$ cat src/rtl/branch_update_pkg.sv
// Shared definitions for the branch-predictor update path: default widths,
// 2-bit PHT counter encodings and the saturating counter update.
package branch_update_pkg;

    localparam int IDX_W_DEF = 8;
    localparam int BHR_W_DEF = 8;
    localparam int DEPTH_DEF = 4;

    typedef enum logic [1:0] {
        PHT_SNT = 2'd0,
        PHT_WNT = 2'd1,
        PHT_WT  = 2'd2,
        PHT_ST  = 2'd3
    } pht_cnt_e;

    // Saturating 2-bit counter step toward the resolved direction.
    function automatic logic [1:0] pht_next(input logic [1:0] cnt, input logic taken);
        logic [1:0] res;
        if (taken) begin
            res = (cnt == PHT_ST) ? PHT_ST : cnt + 2'd1;
        end else begin
            res = (cnt == PHT_SNT) ? PHT_SNT : cnt - 2'd1;
        end
        return res;
    endfunction

endpackage

$ cat src/rtl/branch_update_fifo.sv
// DEPTH-entry synchronous FIFO holding resolved branches awaiting table update.
// Push is refused while full, even when a pop happens in the same cycle.
module branch_update_fifo
    import branch_update_pkg::*;
#(
    parameter int WIDTH = 8,
    parameter int DEPTH = DEPTH_DEF
) (
    input  logic             clk,
    input  logic             resetn,
    input  logic             push,
    input  logic [WIDTH-1:0] wdata,
    input  logic             pop,
    output logic [WIDTH-1:0] rdata,
    output logic             full,
    output logic             empty
);

    localparam int PTR_W = $clog2(DEPTH);
    localparam int CNT_W = PTR_W + 1;

    logic [WIDTH-1:0] mem [DEPTH];
    logic [PTR_W-1:0] wr_ptr;
    logic [PTR_W-1:0] rd_ptr;
    logic [CNT_W-1:0] count;
    logic             do_push;
    logic             do_pop;

    assign full    = (count == CNT_W'(DEPTH));
    assign empty   = (count == '0);
    assign do_push = push & ~full;
    assign do_pop  = pop & ~empty;
    assign rdata   = mem[rd_ptr];

    // Pointer and occupancy bookkeeping; pointers wrap naturally at DEPTH.
    // NOTE: sequential state uses non-blocking assignments so every register samples pre-edge values.
    always_ff @(posedge clk or negedge resetn) begin
        if (!resetn) begin
            wr_ptr <= '0;
            rd_ptr <= '0;
            count  <= '0;
        end else begin
            if (do_push) wr_ptr <= wr_ptr + 1'b1;
            if (do_pop)  rd_ptr <= rd_ptr + 1'b1;
            case ({do_push, do_pop})
                2'b10:   count <= count + CNT_W'(1);
                2'b01:   count <= count - CNT_W'(1);
                default: count <= count;
            endcase
        end
    end

    // Entry storage.
    // NOTE: the data array has no reset; empty/full come from count, so stale contents are never consumed.
    always_ff @(posedge clk) begin
        if (do_push) mem[wr_ptr] <= wdata;
    end

endmodule

$ cat src/rtl/branch_update_unit.sv
// Branch-predictor update producer: queues resolved branches from EX and
// drives the BHT write port (history shift) and PHT read-modify-write of the
// 2-bit counters. Two overlapping stages: RD (pop, BHT write, PHT read) and
// WB (counter update, PHT write) with same-index forwarding.
// Optional feature: define BRANCH_UPDATE_BYPASS_EN to let a push into an
// empty FIFO enter RD in the push cycle without occupying the FIFO.
module branch_update_unit
    import branch_update_pkg::*;
#(
    parameter int IDX_W = IDX_W_DEF,
    parameter int BHR_W = BHR_W_DEF,
    parameter int DEPTH = DEPTH_DEF
) (
    input  logic             clk,
    input  logic             resetn,
    input  logic             stall,
    input  logic             in_valid,
    output logic             in_ready,
    input  logic [IDX_W-1:0] in_bht_idx,
    input  logic [BHR_W-1:0] in_bhr,
    input  logic             in_taken,
    output logic             bht_we,
    output logic [IDX_W-1:0] bht_waddr,
    output logic [BHR_W-1:0] bht_wdata,
    output logic [IDX_W-1:0] pht_raddr,
    input  logic [1:0]       pht_rdata,
    output logic             pht_we,
    output logic [IDX_W-1:0] pht_waddr,
    output logic [1:0]       pht_wdata,
    output logic             busy
);

    // Entry layout: {pht_idx, bht_idx, hist}; hist is the shifted BHR whose
    // LSB is the resolved direction, so taken needs no separate field.
    localparam int ENT_W = 2 * IDX_W + BHR_W;

    logic             push_ok;
    logic             bypass_take;
    logic             fifo_push;
    logic             fifo_pop;
    logic             fifo_full;
    logic             fifo_empty;
    logic             rd_active;
    logic [ENT_W-1:0] in_entry;
    logic [ENT_W-1:0] head_entry;
    logic [ENT_W-1:0] rd_entry;
    logic [IDX_W-1:0] rd_pht_idx;
    logic [IDX_W-1:0] rd_bht_idx;
    logic [BHR_W-1:0] rd_hist;

    logic             wb_valid;
    logic [IDX_W-1:0] wb_pht_idx;
    logic             wb_taken;

    logic             last_we;
    logic [IDX_W-1:0] last_waddr;
    logic [1:0]       last_wdata;
    logic             forward;
    logic [1:0]       cnt;

    assign in_ready = ~fifo_full;
    assign push_ok  = in_valid & in_ready;
    assign in_entry = {in_bht_idx ^ in_bhr[IDX_W-1:0], in_bht_idx,
                       in_bhr[BHR_W-2:0], in_taken};

`ifdef BRANCH_UPDATE_BYPASS_EN
    // Gated by resetn so no write enable can escape while reset is held.
    assign bypass_take = resetn & push_ok & fifo_empty & ~stall;
`else
    assign bypass_take = 1'b0;
`endif

    assign fifo_push = push_ok & ~bypass_take;
    assign fifo_pop  = ~stall & ~fifo_empty;
    assign rd_active = fifo_pop | bypass_take;
    assign rd_entry  = bypass_take ? in_entry : head_entry;
    assign {rd_pht_idx, rd_bht_idx, rd_hist} = rd_entry;

    branch_update_fifo #(
        .WIDTH (ENT_W),
        .DEPTH (DEPTH)
    ) u_fifo (
        .clk    (clk),
        .resetn (resetn),
        .push   (fifo_push),
        .wdata  (in_entry),
        .pop    (fifo_pop),
        .rdata  (head_entry),
        .full   (fifo_full),
        .empty  (fifo_empty)
    );

    // RD -> WB stage register; frozen while stalled so the WB entry is held.
    always_ff @(posedge clk or negedge resetn) begin
        if (!resetn) begin
            wb_valid   <= 1'b0;
            wb_pht_idx <= '0;
            wb_taken   <= 1'b0;
        end else if (!stall) begin
            wb_valid <= rd_active;
            if (rd_active) begin
                wb_pht_idx <= rd_pht_idx;
                wb_taken   <= rd_hist[0];
            end
        end
    end

    // Remember last cycle's PHT write; the RAM returns old data on read-during-write.
    always_ff @(posedge clk or negedge resetn) begin
        if (!resetn) begin
            last_we    <= 1'b0;
            last_waddr <= '0;
            last_wdata <= '0;
        end else begin
            last_we    <= pht_we;
            last_waddr <= pht_waddr;
            last_wdata <= pht_wdata;
        end
    end

    assign forward = last_we && (last_waddr == wb_pht_idx);
    assign cnt     = forward ? last_wdata : pht_rdata;

    // Port drive for both stages; idle ports present zero.
    // NOTE: every output gets a default first so no path leaves a latch behind.
    always_comb begin
        bht_we    = 1'b0;
        bht_waddr = '0;
        bht_wdata = '0;
        pht_raddr = '0;
        pht_we    = 1'b0;
        pht_waddr = '0;
        pht_wdata = '0;

        if (stall && wb_valid) begin
            // Re-read the held index so fresh data is ready when the stall lifts.
            pht_raddr = wb_pht_idx;
        end else if (rd_active) begin
            pht_raddr = rd_pht_idx;
        end

        if (rd_active) begin
            bht_we    = 1'b1;
            bht_waddr = rd_bht_idx;
            bht_wdata = rd_hist;
        end

        if (wb_valid && !stall) begin
            pht_we    = 1'b1;
            pht_waddr = wb_pht_idx;
            pht_wdata = pht_next(cnt, wb_taken);
        end
    end

    assign busy = ~fifo_empty | rd_active | wb_valid;

endmodule
$ cat config.mk
export PLATFORM = sky130hd
export DESIGN_NAME = branch_update_unit
export DESIGN_NICKNAME = d
export VERILOG_FILES = /design/src/rtl/branch_update_pkg.sv /design/src/rtl/branch_update_fifo.sv /design/src/rtl/branch_update_unit.sv
export SDC_FILE = /design/constraint.sdc
export NUM_CORES = 1
export LEC_CHECK = 0
export BUFFER_PORTS_ARGS = -buffer_cell sky130_fd_sc_hd__buf_4
export CAP_MARGIN = 25
export CORE_UTILIZATION = 57
export CTS_CLUSTER_SIZE = 24
export DETAILED_ROUTE_END_ITERATION = 8
export GPL_TIMING_DRIVEN = 1
export PLACE_DENSITY = 0.78
export SKIP_CTS_REPAIR_TIMING = 1
export SYNTH_ARGS = -nofsm -noshare
export SYNTH_HDL_FRONTEND = slang
export SYNTH_HIERARCHICAL = 1
export SYNTH_SLANG_ARGS = --single-unit
$ cat constraint.sdc
create_clock -name clk -period 2.5 [get_ports clk]
set_input_delay 0.375 -clock clk [delete_from_list [all_inputs] [get_ports clk]]
set_output_delay 0.375 -clock clk [all_outputs]
set_load 0.02 [all_outputs]
Word level (Yosys, flattened, before mapping):

Memories as Yosys holds them, arrays and structs flattened.
Index checks and enable logic that the tools add are counted.

* $add $sub $neg: 6
* equal/unequal tests: 5
* mux-type cells: 15
* bitwise operators: 10
* reduce and logical (&&, ||, !) cells: 8

Operators with widths (number)
* 8-bit two-way mux: 5
* 2-bit two-way mux: 5
* 8-bit == test: 1
* 8-bit bitwise XOR: 1
* 2-bit by 1-bit adder with 2-bit output (second input constant): 3
* 3-bit one-hot mux with 2 select lines: 1
* 1-bit bitwise AND: 4
* 2-bit == test (second input constant): 2
* 1-bit two-way mux: 4
* 3-bit by 1-bit adder with 3-bit output (second input constant): 1
* 3-bit == test (second input constant): 1
* 1-bit logical AND: 3
* 3-bit logical NOT: 1
* 1-bit inverter: 3
* 3-bit by 1-bit subtractor with 3-bit output (second input constant): 1
* 2-bit by 1-bit == test with 1-bit output (second input constant): 1
* 2-bit logical NOT: 1
* 1-bit bitwise OR: 2
* 2-bit AND reduction: 1
* 2-bit nonzero test: 1
* 2-bit by 1-bit subtractor with 2-bit output (second input constant): 1
* 1-bit logical NOT: 1

* register bits: 28
* RAM bits: 96
* input port bits: 23
* output and inout bits: 38
* word-level logic and storage cells: 54
* memories: 1

Memories
* u_fifo.mem: depth 4, bits a word 24, rd ports 1, clocked after memory_dff 0, wr ports 1, line branch_update_fifo.sv:22 `logic [WIDTH-1:0] mem [DEPTH];`

Longest topological paths before layout:

* word-level depth: 7
* mapped depth: 10
* depth with buffers taken out: 10

Modules after synthesis:

The synthesis kept the hierarchy.

Modules (own cells, without submodules)
* branch_update_fifo: instances 1, cells an instance 163, area an instance 3933.8 µm², sequential area each 3057.9 µm²
* branch_update_unit: instances 1, cells an instance 106, area an instance 1171.1 µm², sequential area each 525.5 µm²

Worst setup path before layout:

Ideal clock, no wire load.

* kind: register to register
* start: register u_fifo.count[0]
* end: register u_fifo.count[2]
* library setup time: 0.079 ns
* data arrival time: 2.110 ns
* slack: 0.311 ns
* stages on the path, launching flop included: 11
* cells stage by stage: dfrtp_1 nor3_1 nor2_4 buf_2 o31a_1 ha_1 inv_1 fa_1 xor2_1 nor2_1 xor2_1

* cells in the longest elaborated chain, start to end: 6

Ends and longest elaborated chain
* start, declared: line branch_update_fifo.sv:25 `logic [CNT_W-1:0] count;`
* start signal, assigned: line branch_update_fifo.sv:46 `2'b10: count <= count + CNT_W'(1);`
* start signal, assigned: line branch_update_fifo.sv:47 `2'b01: count <= count - CNT_W'(1);`
* start signal, assigned: line branch_update_fifo.sv:48 `default: count <= count;`
* 3-bit logical NOT *: line branch_update_fifo.sv:30 `assign empty = (count == '0);`
* named net fifo_empty: line branch_update_unit.sv:42 `logic fifo_empty;`
* 1-bit inverter *: line branch_update_fifo.sv:32, branch_update_unit.sv:74
* 1-bit bitwise AND: line branch_update_unit.sv:74 `assign fifo_pop = ~stall & ~fifo_empty;`
* 1-bit bitwise AND *: line branch_update_fifo.sv:32 `assign do_pop = pop & ~empty;`
* named net u_fifo.do_pop: line branch_update_fifo.sv:27 `logic do_pop;`
* 2-bit by 1-bit == test with 1-bit output or 2-bit == test (tied branches): line branch_update_fifo.sv:45 `case ({do_push, do_pop})`
* 3-bit one-hot mux with 2 select lines or 2-bit nonzero test (tied branches)

Mark *: on every way through the listed nets, which the timed path passes. The rest lies on a longest branch.
A chain may end at the register's enable or synchronous reset.

Worst setup path in the final report:

* start: register u_fifo.rd_ptr[0]
* end: output pht_raddr[7]

* cells in the longest elaborated chain, start to end: 3

Ends and longest elaborated chain
* start, declared: line branch_update_fifo.sv:24 `logic [PTR_W-1:0] rd_ptr;`
* start signal, assigned: line branch_update_fifo.sv:44 `if (do_pop) rd_ptr <= rd_ptr + 1'b1;`
* memory 4 x 24 bit
* named net head_entry[23]: line branch_update_unit.sv:45 `logic [ENT_W-1:0] head_entry;`
* 8-bit two-way mux: line branch_update_unit.sv:138 `end else if (rd_active) begin`
* 8-bit two-way mux: line branch_update_unit.sv:135 `if (stall && wb_valid) begin`
* end, declared: line branch_update_unit.sv:25 `output logic [IDX_W-1:0] pht_raddr,`

The timed path passes the listed nets, and every way through them passes these cells.

==> summary.md <==
| Metric | Value |
|---|---|
| Met3 global-route usage | `0.0564` |
| Synth-to-layout area growth | `23.0%` |
| Final number of setup-violating endpoints | `0` |
| MaxCap Viol Count | `0` |
| Max Clock Skew | `slightly below 0.008 ns` |
| Largest vdd supply drop | `~0.00076 V` |
| Global-route wire length before repair | `approximately 14 mm` |
| Non-filler instance count after layout | `approximately 470` |
| Layout cell share with drive strength beyond 1 | `0.385` |
| Cell area after synthesis | `5100 sq um` |
| Family with the most delay on the worst path | `multiplexers` |
| Number of fill cells in the layout | `528` |
| Post-route minimum period | `2.45 ns` |
| Wire length after detailed routing | `9.15 mm` |
| R2r worst-path depth | `10` |
| Most used cells in the layout excluding fill and tap cells | `edfxtp_1, buf_4, and2_1, dfrtp_1, mux4_2` |
| Global router's overall resource usage | `0.211` |
| H-tree levels | `4` |
| Count of inserted antenna diode cells | `0` |
| Largest fanout of any net on the critical path | `13` |
| Pin count of the biggest net entering global routing | `29` |
| Synthesis Warnings | `6` |
| Critical Path Source Type | `flip-flop` |
| Result of the run | `complete, no violations` |
| Crit. path cell count | `4` |
| Number of cell rows | `34` |
| Core area | `8680 sq um` |
| Setup slack on the worst flop-to-flop path | `0.35 ns` |
| FF+latch area | `3580 sq um` |
| DPL Wire Length | `around 5.3 mm` |
| Worst Slack Setup Final | `0.0529 ns` |
| Final ANT Viol Nets | `0` |
| Detailed-route wire length per cell | `~20 um` |
| RD Place Congestion | `roughly 0.73` |
| Cell with the largest stage delay on the worst path | `mux4_1` |
| Initial antenna violation count | `0` |
| Total power of the final layout | `about 8 mW` |
| Fraction of registers with async set/reset | `0.226` |
| Count of buffering cells on the critical path with inverters included | `2` |
| CTS tree | `done` |
| Data required time at the worst endpoint | `2.12 ns` |
| Finished layout cell area | `6280 sq um` |
| Total instance count after detailed placement | `435` |
| Dominant register cell in the synthesized netlist | `edfxtp_1` |
| Average footprint of a synthesized cell | `roughly 19 sq um` |
| Number of pins exceeding their max-slew limit in the final report | `0` |
| Most common library cell in the layout ignoring fill and taps | `edfxtp_1` |
| Rel. slew slack | `0.696` |
| Series of cell instances along the critical path | `buf_12 -> mux4_1 -> a22o_1 -> buf_4` |
| Post-synthesis cell type with the largest combined area | `edfxtp_1` |
| Largest cells by area after synthesis | `edfxtp_1, dfrtp_1, mux4_2, and2_1, mux4_1` |
| Clock-pin slew reported for the worst setup and hold paths after clock tree synthesis | `0.06 ns` |
| Die Footprint | `9340 sq um` |
| Number of enable flip-flop cells after synthesis | `96` |
| Met1 Usage GRT | `0.281` |
| Number of remaining DRC errors | `0` |
| Final TNS setup | `0 ns` |
| TritonCTS sink count | `roughly 120` |
| Type of the most critical hold path | `in2reg` |
| Root Buffer | `clkbuf_8` |
| Number of register bits inferred by synthesis | `about 120` |
| Final hold violation count | `0` |
| Placed instance area | `5680 sq um` |
| IO buf count | `60` |
| Terminus of the critical flop-to-flop path | `u_fifo/count[2]` |
| Share of the cycle needed by the critical path after routing | `0.979` |
| Mean number of vias per cell | `around 5.6` |
| Insertion delay of the later-clocked pin in the worst-skew pair | `0.52 ns` |
| Chip Height | `96.6 um` |
| Type of the worst setup path | `reg2out` |
| Top-area cell type share of the netlist area | `0.565` |
| Cell count of the worst hold path | `1` |
| GRT Residual Overflow | `0` |
| Layout Nets | `378` |
| Met2 track demand over resource | `0.335` |
| Critical Path End Type | `primary output` |
| Multi-input logic area | `1400 sq um` |
| Ports | `61` |
| Share of the yosys chip area belonging to registers | `0.702` |
| Unrepaired setup endpoints after global routing | `yes` |
| CP arrival | `2.07 ns` |
| Number of iterations in the first detailed-routing pass | `6` |
| WHS Endpoint | `u_fifo/mem[1][0]` |
| Lkg Pwr | `between 2 and 2.5 nW` |
| Post-synth cell types | `34` |
| Net count of the mapped netlist | `298` |
| Worst hold margin | `0.0628 ns` |
| Count of routing violations after the opening detailed-route iteration | `117` |
| Vias in the first global route | `2692` |
| Core occupancy in the finished layout | `0.723` |
| Maximum achievable frequency | `about 400 MHz` |
| Initial Utilization | `0.588` |
| Transition time of the tightest slew-check pin | `0.455 ns` |
| Cell Pwr Density | `1250 nW/um^2` |
| CTS max path bufs | `2` |
| Most used routing layer in global routing | `met2` |
| Total clock buffers created by CTS | `17` |
| Hold_sp | `in_taken` |
| Via total after detailed routing | `2607` |
| Number of cells produced by synthesis | `269` |
| Die outline width | `96.6 um` |
| Longest individual stage delay on the worst path | `0.58 ns` |
| Reg-to-reg startpoint | `u_fifo/count[0]` |
| Minimum setup slack after placement | `0.392 ns` |
-- worst max-delay path by stage --
stage                     slack, ns        startpoint               to
after global placement         0.44   u_fifo/count[0]  u_fifo/count[2]
after CTS                     -0.03  u_fifo/rd_ptr[0]     pht_raddr[7]
after global routing          -0.03     wb_pht_idx[5]     pht_wdata[1]
final                          0.05  u_fifo/rd_ptr[0]     pht_raddr[7]
after detailed placement       0.39   u_fifo/count[0]  u_fifo/count[2]
after floorplan                0.31   u_fifo/count[0]  u_fifo/count[2]
-- report_power, final --
part / internal, mW / switching, mW / total (mW)
clock network: 1.33 / 0.913 / 2.25
registers: 2.78 / 0.250 / 3.03
logic: 1.26 / 1.31 / 2.57
-- Yosys cell counts (all sizes together), types with 3 or more instances --
cell	number
a22o	8
and2	29
buf	10
dfrtp	28
edfxtp	96
ha	5
inv	9
maj3	4
mux2	10
mux2i	3
mux4	24
nand2	6
nor2b	3
xnor2	11
xor2	11
-- layer usage --
metal  vias to the layer above  part of all wire
met5                         -                 0
met1                      1332              0.44
met2                        73              0.50
li1                       1186                 -
met3                        16             0.040
met4                         0             0.018
-- flip-flops by register name (all words and copies together) (netlist names) --
name,flops
u_fifo/mem,96
last_waddr,8
wb_pht_idx,8
u_fifo/count,3
last_wdata,2
u_fifo/rd_ptr,2
u_fifo/wr_ptr,2
last_we,1
wb_taken,1
wb_valid,1
-- area by class of cell --
class                           instances  area share
Sequential cell                       124       0.571
Timing Repair Buffer                   72      0.0913
Multi-Input combinational cell        125       0.223
Clock inverter                         14      0.0219
Clock buffer                           17      0.0660
Tap cell                              108      0.0215
Inverter                                9     0.00538
-- logic make-up (layout without fill, tap and decap cells) --
| family | count (synthesis) | in the layout | share of synthesized area |
|---|---|---|---|
| DFF | 124 | 124 | 0.702 |
| and+or+nand+nor | 47 | 47 | 0.0574 |
| muxes | 37 | 37 | 0.138 |
| xor gates and xnor gates | 22 | 22 | 0.0377 |
| buffers and inverters | 20 | 112 | 0.0250 |
| adders and majority gates | 10 | 10 | 0.0240 |
| AOI/OAI and AO/OA | 9 | 9 | 0.0157 |
No activity file was read; power rests on OpenSTA's default activity.
